==> config.mk <==
export PLATFORM = sky130hd
export DESIGN_NAME = sw_array_feeder
export DESIGN_NICKNAME = d
export VERILOG_FILES = /design/src/rtl/sw_pkg.sv /design/src/rtl/sw_onehot_sel.sv /design/src/rtl/sw_array_feeder.sv
export SDC_FILE = /design/constraint.sdc
export NUM_CORES = 1
export LEC_CHECK = 0
export BUFFER_PORTS_ARGS = -buffer_cell sky130_fd_sc_hd__buf_2
export CELL_PAD_IN_SITES_DETAIL_PLACEMENT = 1
export CELL_PAD_IN_SITES_GLOBAL_PLACEMENT = 2
export CORE_MARGIN = 2
export CORE_UTILIZATION = 27
export DETAILED_ROUTE_END_ITERATION = 10
export GPL_ROUTABILITY_DRIVEN = 0
export PLACE_DENSITY = 0.73
export RECOVER_POWER = 50
export SLEW_MARGIN = 20
export SYNTH_ARGS = -nofsm -noshare
export SYNTH_HDL_FRONTEND = slang
export SYNTH_SLANG_ARGS = --single-unit
==> constraint.sdc <==
create_clock -name clk -period 1.5 [get_ports clk]
set_clock_uncertainty 0.05 [all_clocks]
set_input_delay 0.3 -clock clk [delete_from_list [all_inputs] [get_ports clk]]
set_output_delay 0.3 -clock clk [all_outputs]
set_load 0.02 [all_outputs]
==> src/rtl/sw_pkg.sv <==
// Shared definitions for the Smith-Waterman array feeder and PE chain.
// Base encodings, score width and the feeder job-sequencing states.
package sw_pkg;

    localparam int unsigned BASE_W  = 2;
    localparam int unsigned SCORE_W = 10;

    typedef enum logic [1:0] {
        BASE_A = 2'd0,
        BASE_C = 2'd1,
        BASE_G = 2'd2,
        BASE_T = 2'd3
    } base_e;

    typedef enum logic [2:0] {
        IDLE,
        LOAD_Q,
        STREAM,
        FLUSH,
        DRAIN
    } sw_state_e;

endpackage

==> src/rtl/sw_onehot_sel.sv <==
// Load-position counter with a registered one-hot strobe output.
// Each enabled cycle strobes the current position and advances it.
module sw_onehot_sel #(
    parameter int unsigned N = 16
) (
    input  logic         clk,
    input  logic         rst,
    input  logic         i_clr,
    input  logic         i_en,
    output logic [N-1:0] o_onehot,
    output logic         o_last
);

    localparam int unsigned CntW = (N > 1) ? $clog2(N) : 1;
    localparam logic [CntW-1:0] LastPos = CntW'(N - 1);

    logic [CntW-1:0] r_pos;
    logic [N-1:0]    w_one;

    assign w_one  = N'(1);
    assign o_last = (r_pos == LastPos);

    always_ff @(posedge clk) begin
        if (rst) begin
            r_pos    <= '0;
            o_onehot <= '0;
        end else begin
            if (i_clr) begin
                r_pos <= '0;
            end else if (i_en) begin
                r_pos <= (r_pos == LastPos) ? '0 : r_pos + 1'b1;
            end
            o_onehot <= i_en ? (w_one << r_pos) : '0;
        end
    end

endmodule

==> src/rtl/sw_array_feeder.sv <==
// Head-end driver for the Smith-Waterman systolic PE chain: loads the query
// into the PEs, streams the reference into PE 0 and sequences the job.
module sw_array_feeder
    import sw_pkg::*;
#(
    parameter int unsigned NUM_PE  = 16,
    parameter int unsigned SCORE_W = 10
) (
    input  logic               clk,
    input  logic               rst,
    input  logic               start,
    input  logic [1:0]         q_data,
    input  logic               q_valid,
    output logic               q_ready,
    input  logic [1:0]         r_data,
    input  logic               r_valid,
    input  logic               r_last,
    output logic               r_ready,
    output logic [1:0]         S_out,
    output logic [NUM_PE-1:0]  store_S,
    output logic [1:0]         T_out,
    output logic               init_out,
    output logic [SCORE_W-1:0] V_out,
    output logic [SCORE_W-1:0] F_out,
    output logic               busy,
    output logic               done,
    output logic               underrun
);

    localparam int unsigned DrainW = $clog2(NUM_PE + 1);
    localparam logic [DrainW-1:0] DrainLast = DrainW'(NUM_PE);

    sw_state_e         r_state;
    logic              r_started;
    logic [DrainW-1:0] r_drain_cnt;

    logic w_q_acc;
    logic w_r_acc;
    logic w_q_last;
    logic w_start;

    assign w_q_acc = q_valid & q_ready;
    assign w_r_acc = r_valid & r_ready;
    assign w_start = (r_state == IDLE) & start;

    // Local alignment: the left boundary of the matrix is always zero.
    assign V_out = '0;
    assign F_out = '0;

    sw_onehot_sel #(
        .N (NUM_PE)
    ) u_store_sel (
        .clk      (clk),
        .rst      (rst),
        .i_clr    (w_start),
        .i_en     (w_q_acc),
        .o_onehot (store_S),
        .o_last   (w_q_last)
    );

    always_ff @(posedge clk) begin
        if (rst) begin
            r_state     <= IDLE;
            r_started   <= 1'b0;
            r_drain_cnt <= '0;
            q_ready     <= 1'b0;
            r_ready     <= 1'b0;
            S_out       <= '0;
            T_out       <= '0;
            init_out    <= 1'b0;
            busy        <= 1'b0;
            done        <= 1'b0;
            underrun    <= 1'b0;
        end else begin
            done <= 1'b0;
            unique case (r_state)
                IDLE: begin
                    if (start) begin
                        r_state  <= LOAD_Q;
                        q_ready  <= 1'b1;
                        busy     <= 1'b1;
                        underrun <= 1'b0;
                    end
                end
                LOAD_Q: begin
                    if (w_q_acc) begin
                        S_out <= q_data;
                        if (w_q_last) begin
                            r_state   <= STREAM;
                            q_ready   <= 1'b0;
                            r_ready   <= 1'b1;
                            r_started <= 1'b0;
                        end
                    end
                end
                STREAM: begin
                    if (w_r_acc) begin
                        T_out     <= r_data;
                        init_out  <= 1'b1;
                        r_started <= 1'b1;
                        if (r_last) begin
                            r_state     <= DRAIN;
                            r_ready     <= 1'b0;
                            r_drain_cnt <= '0;
                        end
                    end else if (r_started) begin
                        // The array cannot stall, so a missing beat poisons the job.
                        underrun <= 1'b1;
                        init_out <= 1'b0;
                        T_out    <= '0;
                        r_state  <= FLUSH;
                    end
                end
                FLUSH: begin
                    if (w_r_acc && r_last) begin
                        r_state     <= DRAIN;
                        r_ready     <= 1'b0;
                        r_drain_cnt <= '0;
                    end
                end
                DRAIN: begin
                    init_out <= 1'b0;
                    T_out    <= '0;
                    if (r_drain_cnt == DrainLast) begin
                        r_state <= IDLE;
                        busy    <= 1'b0;
                        done    <= 1'b1;
                    end else begin
                        r_drain_cnt <= r_drain_cnt + 1'b1;
                    end
                end
                default: r_state <= IDLE;
            endcase
        end
    end

endmodule

==> impl_metrics.toml, run 1 <==
[cts]
root_buffer = "clkbuf_8"
hold_buffers = 0
htreeDepth = 2
clock_latency_ns = 0.29
cts.sinks = 39
cts_max_path_buffers = 2
numCtsBuffers = 5
clk_pin_slew_worst_paths_ns = 0.09
cts_tree = "built"

[timing]
hold_viol = 0
fin_ws_ns = -0.0494
report.final.slew_viol_count = 0
final.min_clock_period_ns = 1.55
setup_viol = 4
rsz0062_at_grt = "true"
min_period_over_period = 1.03
fmax_ghz = 0.645
hold_ws_ns = 0.189

[routing]
viasPerCell = 4.32
dr_total_vias = 1440
drc = 0
wirelength_mm = 4.09
drt-initial-drc-count = 12
dr.pass1.iters = 3
drtAntennaViolNets = 0
wl_per_cell_um = 12.3

[floorplanning]
ios = 56
die_w_um = 84.7
fp-row-count = 29
die_y_um = 84.7
start_util = 0.278
die_area_mm2 = 0.00717
core_area_mm2 = 0.00631

[critical_path]
critPathMaxFanout = 4
crit_arrival_ns = 1.68
worstPathRequired_ns = 1.63
worstSetupStartpointType = "flop"
path_cells = "inv_2 -> ha_4 -> and4bb_2 -> buf_6 -> o22ai_4 -> nand4_1 -> xor2_1 -> nor2_1"
crit_buf_inv = 2
crit_slowest_cell = "dfxtp_2"
crit_path_end_kind = "flop"
slowest_delay_ns = 0.34
cp-startpoint = "r_drain_cnt[1]"
cp_top_family = "simple AND/OR/NAND/NOR gates"
r2r-start = "r_drain_cnt[1]"
crit_type = "flop to flop"

[cells_and_area]
n_antenna_cell = 0
fin_nets = 273
fillers = 777
syn2layout_area_growth_pct = 32.9
design_area_mm2 = 0.00233
layout-drive-gt1-share = 0.313
stdcell_count = 333

[pwr]
leakagePower_nw = 1.04
power_density_mw_per_mm2 = 1180
ir_worst_vdd_v = 0.000476

[placed_design]
dpl-instance-area_mm2 = 0.00215
placed_cells_incl_taps = 322
preCtsSetupSlack_ns = -0.102
dp_hpwl_mm = 3.11
portBuffers = 35

[synthesis]
syn_area_mm2 = 0.00176
ys_types = 39
synth-seq-cells = 39
synthCells = 184
yosys_warnings = 0
seq_area_frac_synth = 0.444
synth_area_per_cell_um2 = 9.55

[global_route]
grtUsageTotal = 0.118
grt_pass1_wl_mm = 6.82
overflow = 0
antenna_found_initial = 0
grt_start_max_net_pins = 15
grt_pass1_vias = 1411

[outcome]
status = "finished with violations"
violations = "setup timing"

[hold_path]
hold_class = "input port to flop"
min_from = "q_data[0]"

[flow_run]
maxCapViolCount = 0
-- routing by layer --
metal | GRT usage | part of all wire | wire length [um]
met5 | 0 | 0 | 0
met4 | 0.0433 | 0.016 | 67
met3 | 0.0246 | 0.046 | 190
met2 | 0.198 | 0.46 | 1900
met1 | 0.149 | 0.47 | 1940
-- tightest hold or removal path, stage by stage --
cell and delay, ns:
buf_2 0.08, mux2i_1 0.05, nor2_1 0.08
-- worst paths after layout --
check	endpoint	slack [ns]	cells after the start
setup / recovery	r_drain_cnt[4]	-0.05	8
hold / removal	S_out[0]	0.19	3
setup reg to reg	r_drain_cnt[4]	-0.05	8
hold reg to reg	r_started	0.44	2
-- logic make-up (layout without fill, tap and decap cells) --
| family | Yosys count | count (layout) | share of synthesized area |
|---|---|---|---|
| buf+inv | 31 | 84 | 0.121 |
| mux | 4 | 4 | 0.0228 |
| simple gates | 75 | 75 | 0.240 |
| fa+ha+maj | 8 | 8 | 0.0570 |
| compound gates | 21 | 21 | 0.0876 |
| flops | 39 | 39 | 0.444 |
| xor+xnor | 5 | 5 | 0.0249 |
| other cells | 1 | 20 | 0.00213 |
-- flip-flops by register name, summed over array words and instances, names as in the netlist, 2 cells and up --
name                  flops
r_state                   3
u_store_sel.o_onehot     16
T_out                     2
u_store_sel.r_pos         4
r_drain_cnt               5
S_out                     2
-- per-stage QoR --
stage / util / TNS, ns / power [mW]
3_3_place_gp: 0.340 / -0.363 / 1.66
4_1_cts: 0.373 / -0.298 / 2.80
2_1_floorplan: - / -0.0570 / 1.51
5_1_grt: 0.370 / -0.667 / 2.88
3_5_place_dp: 0.340 / -0.684 / 1.67
6_report: 0.370 / -0.118 / 2.75
-- synthesized netlist by cell type, drive strengths merged --
library cell,n,share of area
xnor2,1,0.0050
and3b,1,0.0057
nor3b,3,0.016
nand3,6,0.020
nand4,2,0.0071
a21oi,7,0.020
a32oi,2,0.010
nor3,4,0.011
clkbuf,2,0.010
nor4,1,0.0036
o2bb2ai,1,0.0085
o21ai,4,0.011
a22oi,2,0.0085
nor2,25,0.053
nand2,4,0.0085
mux2i,4,0.023
ha,8,0.057
conb,1,0.0021
buf,22,0.096
o311a,1,0.0057
o22ai,1,0.0071
nand2b,7,0.025
a22o,1,0.0050
nand3b,1,0.0043
a311oi,1,0.0050
dfxtp,39,0.44
and3,10,0.040
and4bb,1,0.0071
and2,8,0.028
xor2,4,0.020
or3b,1,0.0064
a2111o,1,0.0064
inv,7,0.015
nor2b,1,0.0036
-- layout make-up --
| cell class | instances | area [um2] | share of cell area |
|---|---|---|---|
| well taps | 77 | 96.3 | 0.0413 |
| repair buffers | 69 | 400 | 0.171 |
| flip-flops and latches | 39 | 792 | 0.339 |
| clock inverters | 3 | 71.3 | 0.0305 |
| multi-input cells | 133 | 880 | 0.377 |
| inverters | 7 | 26.3 | 0.0113 |
| clock buffers | 5 | 68.8 | 0.0295 |
-- timing repair --
action	in CTS	in global routing
resized for setup	13	5
endpoints found under the setup margin	12	9
pin swaps	7	5
buffers inserted	3	0
endpoints found under the hold margin	0	0
gates cloned	0	0
-- where the power goes --
part	internal, mW	leakage [nW]	total [mW]	switching [mW]
logic	0.244	0.652	0.525	0.281
clock network	0.675	0.0703	1.08	0.409
registers	1.08	0.318	1.14	0.0552
-- layout by cell type, fill, tap and decap left out, types with 2 or more instances in the layout --
master     Yosys  layout
and2_1         8       6
nand2b_1       7       6
nor3_1         4       4
ha_1           8       7
nor2_1        25      24
conb_1         1      20
and3_2         6       6
buf_4         21      32
dfxtp_1       39      32
a32oi_1        2       2
clkbuf_8       1       5
clkbuf_1       1      25
buf_2          0      11
inv_1          7       5
inv_2          0       2
mux2i_1        4       4
nand2_1        4       4
o21ai_0        4       3
nand4_1        2       2
xor2_1         4       4
and2_0         0       2
and3_1         4       4
nor3b_2        1       3
bufinv_16      0       2
dfxtp_2        0       6
nand3_1        5       5
a21oi_1        7       7
Power figures use the tool's default switching activity.
==> inputs of run 2 (changes only) <==
--- a/config.mk
+++ b/config.mk
@@ -12,7 +12,8 @@
 export CORE_UTILIZATION = 27
 export DETAILED_ROUTE_END_ITERATION = 10
 export GPL_ROUTABILITY_DRIVEN = 0
-export PLACE_DENSITY = 0.73
+export MAX_ROUTING_LAYER = met4
+export PLACE_DENSITY_LB_ADDON = 0.1
 export RECOVER_POWER = 50
 export SLEW_MARGIN = 20
 export SYNTH_ARGS = -nofsm -noshare
==> run 2 against run 1 <==
  * The flow still finishes with violations (setup timing)
  * Global-route usage up 1.5 points
  * Hold slack got worse by 0.010 ns
  * Non-clock buffer count decreased by 3
  * First-iteration DRC count is 8.3% higher
  * Total power is 6.0% lower
  * Combinational power about the same
  * Maximum frequency decreased by 2.6%
  * Sequential power barely moved
  * Cell count is 0.90% lower
  * Clock power fell by 15%
  * Sequential cell count did not move
  * Largest power group unchanged
==> impl_metrics.toml, run 2 (same netlist as run 1, synthesis figures left out) <==
[critical_path]
worstSetupStartpointType = "flop"
crit_arrival_ns = 1.77
crit_slowest_cell = "a2111o_1"
slowest_delay_ns = 0.38
crit_type = "flop to flop"
ff2ff_path_depth = 7
worstPathRequired_ns = 1.68
critPathMaxFanout = 3
path_cells = "inv_2 -> ha_4 -> and4bb_4 -> o2bb2ai_4 -> a2111o_1 -> nand2b_1 -> o311a_1"
crit_path_end_kind = "flop"

[global_route]
grt_pass1_vias = 1490
overflow = 0
grt_pass1_wl_mm = 7.27
antenna_found_initial = 0
grt_start_max_net_pins = 15
grtUsageTotal = 0.133

[timing]
hold_viol = 0
fmax_ghz = 0.629
final.min_clock_period_ns = 1.59
rsz0062_at_grt = "true"
fin_ws_ns = -0.0909
min_period_over_period = 1.06
report.final.slew_viol_count = 0
slew_headroom = 0.527
tightest_slew_ns = 0.709
setup_viol = 4

[floorplanning]
ios = 56
start_util = 0.278
fp-row-count = 29
die_area_mm2 = 0.00717
core_area_mm2 = 0.00631
die_w_um = 84.7
die_y_um = 84.7

[pwr]
seqPwrFrac = 0.440
ir_worst_vdd_v = 0.000377
leakagePower_nw = 1.02
power_density_mw_per_mm2 = 1110
p_comb_frac = 0.205
switching_share = 0.291
p_int_mw = 1.83
pwr-share-clk = 0.355
total_power_mw = 2.58
p_switching_mw = 0.751

[routing]
drtAntennaViolNets = 0
wirelength_mm = 4.31
wl_per_cell_um = 13.1
dr_total_vias = 1442
drt-initial-drc-count = 13
highest_layer = "met4"
dr.pass1.iters = 4
drc = 0
met2_length_mm = 2.05
dr_wl_met3_um = 223
viasPerCell = 4.37
met1Wirelength_mm = 1.93

[cts]
cts_max_path_buffers = 2
root_buffer = "clkbuf_8"
clk_pin_slew_worst_paths_ns = 0.08
cts.sinks = 39
numCtsBuffers = 5
cts_tree = "built"
clock_latency_ns = 0.30
htreeDepth = 2

[cells_and_area]
top_register = "u_store_sel.o_onehot"
reg_top3 = "u_store_sel.o_onehot: 16 flops, r_drain_cnt: 5 flops, u_store_sel.r_pos: 4 flops"
layout_commonest_cell = "dfxtp_1"
largest_reg_flops = 16
layout-drive-gt1-share = 0.324
fin_util = 0.369
n_antenna_cell = 0
fin_nets = 270
syn2layout_area_growth_pct = 32.5
mostFrequentLayoutCells = "dfxtp_1 (32), buf_4 (27), clkbuf_1 (24)"

[hold_path]
min_path_cells = 3
hold_class = "input port to flop"

[flow_run]
maxCapViolCount = 0

[outcome]
violations = "setup timing"
status = "finished with violations"

[placed_design]
dp_hpwl_mm = 3.35
portBuffers = 35
preCtsSetupSlack_ns = -0.123
## run 2: changes by cell type in the layout (fill, tap and decap cells not counted), moves of 2 or more
cell and change:
buf_4 -5, and2_1 +2, buf_6 +2, and2_0 -2
## run 2: metal layers
metal | vias up | track usage
li1 | 720 | -
met1 | 673 | 0.162
met2 | 41 | 0.204
met3 | 8 | 0.0344
met4 | 0 | 0.0620
met5 | - | -
## run 2: power groups by stage
stage               Combinational [mW]  Clock [mW]  Sequential [mW]
floorplan                        0.346           0             1.16
global placement                 0.493           0             1.15
detailed placement               0.506           0             1.15
CTS                              0.512       0.966             1.13
global route                     0.581        1.01             1.15
finish                           0.528       0.916             1.14
## run 2: worst paths after layout
kind	start	endpoint	slack (ns)
worst max-delay path	r_drain_cnt[0]	r_state[1]	-0.09
worst min-delay path	q_data[0]	S_out[0]	0.18
worst max register to register	r_drain_cnt[0]	r_state[1]	-0.09
worst min register to register	T_out[0]	T_out[0]	0.44
## run 2: worst max-delay path, delay by kind of cell, from the launching register on
| kind | cells | cell delay, ns |
|---|---|---|
| AO/OA/AOI/OAI | 3 | 0.62 |
| AND/OR/NAND/NOR | 2 | 0.36 |
| flip-flops | 1 | 0.33 |
| adder cells (fa/ha/maj) | 1 | 0.12 |
| buffers and inverters | 1 | 0.06 |
## run 2: through the flow
stage | TNS, ns | hold slack, ns | area [um2] | cells
2_1_floorplan | -0.0570 | 0.379 | 1830 | 203
5_1_grt | -1.53 | 0.200 | 2330 | 330
6_report | -0.210 | 0.178 | 2330 | 330
3_3_place_gp | -0.180 | 0.420 | 2120 | 318
4_1_cts | -0.518 | 0.168 | 2260 | 327
3_5_place_dp | -0.536 | 0.424 | 2120 | 318
## run 2: what timing repair did
item | CTS | global route
pin swaps | 0 | 7
endpoints found under the setup margin | 11 | 22
setup buffers | 1 | 3
hold buffers | 0 | 0
gates resized for setup | 5 | 22
## run 2: layout make-up
class,count,area [um2]
clock buffers,5,68.8
clock inverters,3,47.5
fillers,782,3990
inverters,7,26.3
multi-input cells,133,910
flip-flops and latches,39,792
well taps,77,96.3
repair buffers,66,387
==> inputs of run 3 (changes only) <==
--- a/config.mk
+++ b/config.mk
@@ -9,7 +9,7 @@
 export CELL_PAD_IN_SITES_DETAIL_PLACEMENT = 1
 export CELL_PAD_IN_SITES_GLOBAL_PLACEMENT = 2
 export CORE_MARGIN = 2
-export CORE_UTILIZATION = 27
+export CORE_UTILIZATION = 26
 export DETAILED_ROUTE_END_ITERATION = 10
 export GPL_ROUTABILITY_DRIVEN = 0
 export MAX_ROUTING_LAYER = met4
@@ -18,4 +18,5 @@
 export SLEW_MARGIN = 20
 export SYNTH_ARGS = -nofsm -noshare
 export SYNTH_HDL_FRONTEND = slang
+export SYNTH_HIERARCHICAL = 1
 export SYNTH_SLANG_ARGS = --single-unit
==> run 3 against run 2 <==
  * The run still ends with setup timing left
  * Sequential share of layout area shrank 1.3 points
  * Count of clock-buffer cells in the layout grew 1
  * Die area grew 6.1%
==> impl_metrics.toml, run 3 <==
[global_route]
antenna_found_initial = 0
grt_start_max_net_pins = 20
overflow = 0
grt_pass1_vias = 1536
grt_pass1_wl_mm = 7.41
grtUsageTotal = 0.131

[placed_design]
dp_hpwl_mm = 3.57
placed_cells_incl_taps = 339
dpl-instance-area_mm2 = 0.00222
preCtsSetupSlack_ns = -0.187
portBuffers = 35

[timing]
report.final.slew_viol_count = 0
tns_ns = -1.03
rsz0062_at_grt = "true"
min_period_over_period = 1.12
fin_ws_ns = -0.177
fmax_ghz = 0.596
hold_viol = 0
final.min_clock_period_ns = 1.68
setup_viol = 20

[synthesis]
ys.flop_type = "dfxtp_1"
synth_top_cell_by_area = "dfxtp_1"
synth_area_per_cell_um2 = 8.96
synthCells = 201
seq_area_frac_synth = 0.434
yosys_warnings = 6
synth_common_cells = "dfxtp_1 (39), nor2_1 (35), buf_4 (22)"
yosysMostFrequentCell = "dfxtp_1"
syn_area_mm2 = 0.00180
synth_top_area_frac = 0.434
synth-seq-cells = 39
ys_async_sr_fraction = 0
synth_edf_count = 0
yosys-top-cells-area = "dfxtp_1 (43%), buf_4 (9.2%), nor2_1 (7.3%)"
ys_types = 46

[routing]
drc = 0
drtAntennaViolNets = 0
drt-initial-drc-count = 31
wl_per_cell_um = 13.4
wirelength_mm = 4.73
viasPerCell = 4.40
dr_total_vias = 1552
dr.pass1.iters = 4

[critical_path]
cp_top_family = "simple AND/OR/NAND/NOR gates"
crit_arrival_ns = 1.85
critPathMaxFanout = 3
crit_path_end_kind = "flop"
crit_slowest_cell = "or4b_1"
path_cells = "ha_4 -> and3_4 -> nand3_2 -> a22o_1 -> or4b_1 -> a21oi_1"
worstSetupStartpointType = "flop"
crit_buf_inv = 0
slowest_delay_ns = 0.46
crit_type = "flop to flop"
worstPathRequired_ns = 1.68

[pwr]
leakagePower_nw = 0.996
ir_worst_vdd_v = 0.000314
total_power_mw = 2.50
power_density_mw_per_mm2 = 1030

[floorplanning]
die_area_mm2 = 0.00761
ios = 56
start_util = 0.266
core_area_mm2 = 0.00676
die_y_um = 87.2
fp-row-count = 30
die_w_um = 87.2

[cells_and_area]
design_area_mm2 = 0.00242
fillers = 835
syn2layout_area_growth_pct = 34.7
fin_nets = 290
reg_top3 = "u_store_sel/o_onehot: 16 flops, r_drain_cnt: 5 flops, u_store_sel/r_pos: 4 flops"
layout-drive-gt1-share = 0.315
stdcell_count = 353
largest_reg_flops = 16
n_antenna_cell = 0
top_register = "u_store_sel/o_onehot"
mostFrequentLayoutCells = "dfxtp_1 (34), nor2_1 (34), buf_4 (32)"

[cts]
clock_latency_ns = 0.29
cts_tree = "built"
cts_max_path_buffers = 2
htreeDepth = 2
cts.sinks = 39
numCtsBuffers = 5
hold_buffers = 0
root_buffer = "clkbuf_8"
clk_pin_slew_worst_paths_ns = 0.08

[outcome]
status = "finished with violations"
violations = "setup timing"

[hold_path]
hold_class = "input port to flop"

[flow_run]
maxCapViolCount = 0
[run 3: cell count changes after synthesis, sizes merged, moves of 2 or more]
cell / delta
nand2b: -4
and2: -3
a21oi: +2
buf: +3
nor2: +11
xor2: -3
o21ai: +2
nand2: +10
and3: -8
[run 3: repair_timing]
action	in CTS	in global routing
gates resized for setup	8	22
buffers inserted	2	4
setup endpoints to repair	15	18
pin swaps	3	8
[run 3: logic make-up after synthesis]
kind of cell               count (synthesis)  share of synthesized area
and+or+nand+nor                           87                      0.254
DFF                                       39                      0.434
buffers and inverters                     34                      0.126
AOI/OAI and AO/OA                         26                     0.0966
adders and majority gates                  8                     0.0556
muxes                                      4                     0.0229
xor gates and xnor gates                   2                    0.00973
other                                      1                    0.00208
[run 3: tightest hold or removal path: cells and delay by family]
kind | cells | cell delay (ns)
AO/OA/AOI/OAI | 1 | 0.04
AND/OR/NAND/NOR | 1 | 0.08
buffers and inverters | 1 | 0.08
[run 3: final timing paths]
check / from / endpoint / slack, ns / cells past startpoint
setup / recovery: u_store_sel/r_pos[1] / r_state[0] / -0.18 / 6
setup reg to reg: u_store_sel/r_pos[1] / r_state[0] / -0.18 / 6
hold reg to reg: init_out / init_out / 0.44 / 2
hold / removal: r_data[1] / T_out[1] / 0.19 / 3
[run 3: cell type report]
type,instances,area (um2),area share
clock inverters,2,11.3,0.00464
clock buffers,6,72.6,0.0299
inverters,7,26.3,0.0108
repair buffers,72,447,0.184
flip-flops and latches,39,795,0.328
multi-input cells,147,973,0.401
well taps,80,100,0.0413
[run 3: power by group]
| part | internal (mW) | switching (mW) | total, mW |
|---|---|---|---|
| clock | 0.327 | 0.387 | 0.714 |
| sequential | 1.08 | 0.0510 | 1.13 |
| combinational | 0.311 | 0.346 | 0.657 |
| total | 1.72 | 0.784 | 2.50 |
[run 3: routing by layer]
metal | wire length, um | part of all wire | up-vias | global-route usage
met3 | 169 | 0.036 | 5 | 0.0341
li1 | - | - | 776 | -
met1 | 2340 | 0.50 | 738 | 0.168
met5 | 0 | 0 | - | -
met4 | 42 | 0.0089 | 0 | 0.0336
met2 | 2170 | 0.46 | 33 | 0.205
[run 3: through the flow]
step	util	hold WS, ns
floorplan	-	0.319
global placement	0.328	0.421
detailed placement	0.328	0.428
CTS	0.347	0.182
global route	0.359	0.207
finish	0.359	0.185
